[config.mk]
export PLATFORM = sky130hd
export DESIGN_NAME = snoopsplit_nway
export DESIGN_NICKNAME = d
export VERILOG_FILES = /design/src/rtl/snoopsplit_nway.sv
export SDC_FILE = /design/constraint.sdc
export NUM_CORES = 1
export LEC_CHECK = 0
export ABC_AREA = 1
export CAP_MARGIN = 20
export CORE_AREA = 5 5 148 150
export CTS_BUF_LIST = sky130_fd_sc_hd__clkbuf_8
export DETAILED_ROUTE_END_ITERATION = 16
export DIE_AREA = 0 0 153 155
export PLACE_DENSITY = 0.52
export SYNTH_ARGS = -nofsm -noshare
export SYNTH_HDL_FRONTEND = slang
export SYNTH_SLANG_ARGS = --single-unit
[constraint.sdc]
create_clock -name clk -period 3.1 [get_ports clk]
set_input_delay 0.775 -clock clk [delete_from_list [all_inputs] [get_ports clk]]
set_output_delay 0.775 -clock clk [all_outputs]
set_load 0.02 [all_outputs]
[src/rtl/snoopsplit_nway.sv]
// snoopsplit_nway: steers each whole packet from one upstream writer to one of N_CHAN VM memories.
// A single arbiter stage (round-robin or fixed priority) picks a ready channel and tags each completed packet.
module snoopsplit_nway #(
  parameter int DATA_WIDTH = 64,
  parameter int ADDR_WIDTH = 10,
  parameter int N_CHAN     = 4,
  parameter int ARB_MODE   = 0,
  parameter int SEL_WIDTH  = $clog2(N_CHAN)
) (
  input  logic                         clk,
  input  logic                         rst_n,
  input  logic [ADDR_WIDTH-1:0]        wr_addr,
  input  logic [DATA_WIDTH-1:0]        wr_data,
  input  logic                         wr_en,
  input  logic                         done,
  output logic                         mem_ready,
  output logic [N_CHAN*ADDR_WIDTH-1:0] wr_addr_out,
  output logic [N_CHAN*DATA_WIDTH-1:0] wr_data_out,
  output logic [N_CHAN-1:0]            wr_en_out,
  output logic [N_CHAN-1:0]            done_out,
  input  logic [N_CHAN-1:0]            mem_ready_in,
  output logic [SEL_WIDTH-1:0]         choice,
  output logic                         choice_valid
);

  // state  | meaning
  // IDLE   | no channel granted; arbitrate among ready channels
  // WRITE  | packet in flight to channel sel; upstream sees mem_ready
  // SETTLE | one dead cycle so the just-filled VM can drop its ready
  typedef enum logic [1:0] {IDLE, WRITE, SETTLE} state_t;

  state_t               state, state_nxt;
  logic [SEL_WIDTH-1:0] sel, last_grant, pick, cand;

  // Loops run from the lowest-priority candidate upward so the last hit is the winner.
  always_comb begin
    pick = '0;
    cand = '0;
    if (ARB_MODE == 1) begin
      for (int i = N_CHAN - 1; i >= 0; i--) begin
        cand = SEL_WIDTH'(i);
        if (mem_ready_in[cand]) pick = cand;
      end
    end else begin
      for (int k = N_CHAN; k >= 1; k--) begin
        cand = SEL_WIDTH'((int'(last_grant) + k) % N_CHAN);
        if (mem_ready_in[cand]) pick = cand;
      end
    end
  end

  always_comb begin
    state_nxt = state;
    mem_ready = 1'b0;
    wr_en_out = '0;
    done_out  = '0;
    case (state)
      IDLE: begin
        if (|mem_ready_in) state_nxt = WRITE;
      end
      WRITE: begin
        mem_ready      = 1'b1;
        wr_en_out[sel] = wr_en;
        done_out[sel]  = done;
        if (done) state_nxt = SETTLE;
      end
      SETTLE: begin
        state_nxt = IDLE;
      end
      default: begin
        state_nxt = IDLE;
      end
    endcase
  end

  assign wr_addr_out = {N_CHAN{wr_addr}};
  assign wr_data_out = {N_CHAN{wr_data}};

  always_ff @(posedge clk or negedge rst_n) begin
    if (!rst_n) begin
      state        <= IDLE;
      sel          <= '0;
      last_grant   <= SEL_WIDTH'(N_CHAN - 1);
      choice       <= '0;
      choice_valid <= 1'b0;
    end else begin
      state        <= state_nxt;
      choice_valid <= 1'b0;
      if (state == IDLE && (|mem_ready_in)) sel <= pick;
      if (state == WRITE && done) begin
        last_grant   <= sel;
        choice       <= sel;
        choice_valid <= 1'b1;
      end
    end
  end

endmodule

# ---- Word level (Yosys, flattened, before mapping)
# Index checks and enable logic that the tools add are counted.
dict set report word_totals {
  output_inout_bits 308
  ff_bits 9
  word_cells 47
  inputBits 82
}
dict set report op_classes {
  n_addsub 4
  n_reduce_logical 6
  bitwise 2
  n_mux 21
  n_eq_ne 3
  magnitude_cmp 6
}
# operator count
set op_table {}
lappend op_table {{$lt 2x3->1 const B} 5}
lappend op_table {{$mux 2} 6}
lappend op_table {{$and 4x4->4} 2}
lappend op_table {{$bmux 1 s2} 4}
lappend op_table {{$mux 4} 2}
lappend op_table {{$mux 1} 7}
lappend op_table {{$add 2x1->2 const B} 2}
lappend op_table {{$add 2x2->2 const B} 2}
lappend op_table {{$ne 2x2->1 const B} 2}
lappend op_table {{$pmux 2 s2} 1}
lappend op_table {{$reduce_or 4->1} 1}
lappend op_table {{$logic_and 1x1->1} 3}
lappend op_table {{$demux 1 s2} 1}
lappend op_table {{$eq 2x1->1 const B} 1}
lappend op_table {{$ge 2x1->1 const B} 1}
lappend op_table {{$logic_not 2->1} 1}
lappend op_table {{$reduce_and 2->1} 1}

# ---- Logic depth before layout (Yosys ltp)
dict set report depth {
  depth_word 7
  depth_mapped 11
  depth_no_buf 10
}

# ---- Worst setup path after synthesis
# OpenSTA, ideal clock, no wires.
dict set report synth_timing {
  kind {in2out}
  startpoint {in done}
  endpoint {out done_out[2]}
  path_buffers 0
  required_ps 2325
  arrival_time_ps 1373
  stages 4
  path_slack_ps 952
  cell_sequence {nand2_1 > inv_1 > nand2_1 > nor2_1}
}
dict set report synth_between {
  elab_chain_cells 2
}
# item line_no
set synth_rtl {}
lappend synth_rtl {{start: declaration} 15} ;# input logic done,
lappend synth_rtl {{$and 4x4->4 (no line)} n/a}
lappend synth_rtl {{$mux 4} 57} ;# case (state)
lappend synth_rtl {{end: declaration} 20} ;# output logic [N_CHAN-1:0] done_out,
# Every way passes these cells.

# ---- Worst setup path in the final report
dict set report layout_timing {
  startpoint {in done}
  endpoint {out done_out[0]}
}
# The elaborated chain is that of the path after synthesis.

==> reports/qor.yml <==
outcome: "complete, no violations"
die_w_um: 153
yosysMostFrequentCell: "buf_4"
fin_area_sq_um: 1210
drcViolationCount: 0
via_per_inst: 2.19
drtAntennaViolNets: 0
cts_buffer_depth: 2
crit_slowest_cell: "clkdlybuf4s50_1"
num_vias: 858
end_kind: "primary output"
critPathTopFamily: "buffers and inverters"
crit_top_cell: "clkdlybuf4s50_1"
coreArea_sq_um: 20600
rsz0062_at_grt: "no"
yosys_most_used_dff: "dfrtp_1"
finalHoldWorstSlack_ns: 0.492
final.setup.worst_slack_ns: 0.113
worstPathRequired_ns: 2.32
start_util_pct: 13.8
cp_data_arrival_time_ns: 2.21
synthTopCellsByArea: "buf_4, dfrtp_1, nand2_1"
die_y_um: 155
io_pins: 390
gr-total-overflow: 0
r2r_cells: 9
path_max_fanout: 4
worstMarginPinSlew_ns: 0.421
cts_sinks: 9
antenna_found_initial: 1
synthToLayoutAreaGrowth_pct: -57.3
drt_iter0_markers: 30
critPathLaunchType: "input pin"
nets: 199
path_class: "input pin to primary output"
grt_max_degree: 10
place_ws_ns: -0.0294
post-synth-top-area-cell: "buf_4"
path_buf_inv: 3
clockRootBuffer: "clkbuf_8"
yosys_warnings: 0
postPlaceCellArea_sq_um: 1170
grt_usage_pct: 3.46
power_density_nw_per_um2: 743
max-vdd-ir-drop_mv: 0.152
fin_crit_sh_pct: 96.3
cpPeakStageDelay_ns: 0.61
fmax_mhz: 335
drive_gt1_share_pct: 20.7
slew_headroom_pct: 71.9
cts_tree: "yes"
synth_top_area_share_pct: 78.5
critical_path_depth: 5
wl_per_cell_um: 11.6
io_buffer_count: 19
rows: 53
reg2reg_slack_ns: 1.70
crit_chain: "clkdlybuf4s50_1 -> nand2_1 -> buf_4 -> nor2_1 -> clkdlybuf4s50_1"
synthCells: 385
hold_depth: 2
cap_violations: 0
setup_violations: 0
syn_area_sq_um: 2830
fin_skew_ns: 0.00323
dp_hpwl_um: 3720
dieArea_sq_um: 23700
netlist_top_cells_count: "buf_4, nand2_1, inv_1"
finalMaxSlewViolations: 0
synthArstFlopShare_pct: 100
cts_setup_buffers: 0
finish.utilization_pct: 5.89
drt_wl_total_um: 4550
period_minus_slack_ns: 2.99
numCtsBuffers: 3
hold_viol: 0
min_path_type: "register to register"
clock_latency_ns: 0.23
power_w: 0.000899
synth-edff-count: 0
dr.pass1.iters: 4
diodes: 0
ys_types: 18
ys_seq_area_share_pct: 8.05
syn-mean-instance-area_sq_um: 7.35
grt_first_pass_wirelength_um: 6270
clk_pin_slew_ns: 0.04
ys_ff_latch: 9
place_congestion: 0.669
total_leakage_power_nw: 0.473
grt_pass1_vias: 972
synth_nets: 467
cts_max_level: 1
==> layout make-up <==
type                    count  area [sq um]
inverters                  14          60.1
multi-input cells          65           309
well taps                 275           344
flip-flops and latches      9           228
clock buffers               3          41.3
fillers                  2471         19300
repair buffers             24           224
clock inverters             1          3.75
==> stage by stage <==
stage               TNS, ns  cells
floorplan                 0    385
global placement    -0.0654    387
detailed placement  -0.0761    387
CTS                       0    391
global route              0    391
finish                    0    391
==> layout by cell type (no fill, tap or decap), drive strengths merged <==
| cell type | count |
|---|---|
| nor3 | 3 |
| nand3 | 5 |
| nand4 | 2 |
| nor2 | 7 |
| a31oi | 1 |
| dlygate4sd2 | 3 |
| clkdlybuf4s50 | 16 |
| nand2 | 41 |
| buf | 5 |
| o31ai | 1 |
| inv | 15 |
| dfstp | 2 |
| clkbuf | 3 |
| o21ai | 2 |
| a21oi | 3 |
| dfrtp | 7 |
==> where the power goes <==
group          switching, W  internal [W]
clock network     0.0000446     0.0000861
logic              0.000312      0.000210
registers         0.0000652      0.000182
==> metal layers <==
metal	GRT usage [%]	part of all wire, %	up-vias
li1	-	-	328
met1	2.44	24	316
met2	3.75	35	114
met3	3.06	23	98
met4	6.75	18	2
met5	0	0.24	-
==> path summary, 6_finish.rpt <==
| path | to | start |
|---|---|---|
| min in group asynchronous | sel[0]$_DFFE_PN0P_ | rst_n |
| max in group asynchronous | last_grant[1]$_DFFE_PN1P_ | rst_n |
| max | done_out[0] | done |
| min | choice[0]$_DFFE_PN0P_ | choice[0]$_DFFE_PN0P_ |
| min reg2reg | choice[0]$_DFFE_PN0P_ | choice[0]$_DFFE_PN0P_ |
| max reg2reg | sel[0]$_DFFE_PN0P_ | last_grant[0]$_DFFE_PN1P_ |
==> worst min-delay path: cells and delay by family (launching register included) <==
| family | cells | cell delay [ns] |
|---|---|---|
| DFF | 1 | 0.35 |
| and+or+nand+nor | 2 | 0.11 |
==> sequential cells by signal, summed over array words and instances (netlist names) <==
register      count
choice            2
choice_valid      1
last_grant        2
sel               2
state             2
==> what timing repair did <==
| item | CTS | global route |
|---|---|---|
| hold buffers | 0 | 0 |
| endpoints found under the setup margin | 3 | 0 |
| resized for setup | 3 | 0 |
| hold endpoints to repair | 0 | 0 |
==> logic make-up after synthesis <==
kind of cell,count (synthesis),share of synthesized area (%)
and+or+nand+nor,58,9.55
DFF,9,8.05
AOI/OAI and AO/OA,7,1.37
buffers and inverters,311,81.0
(Power assumes the default switching activity.)
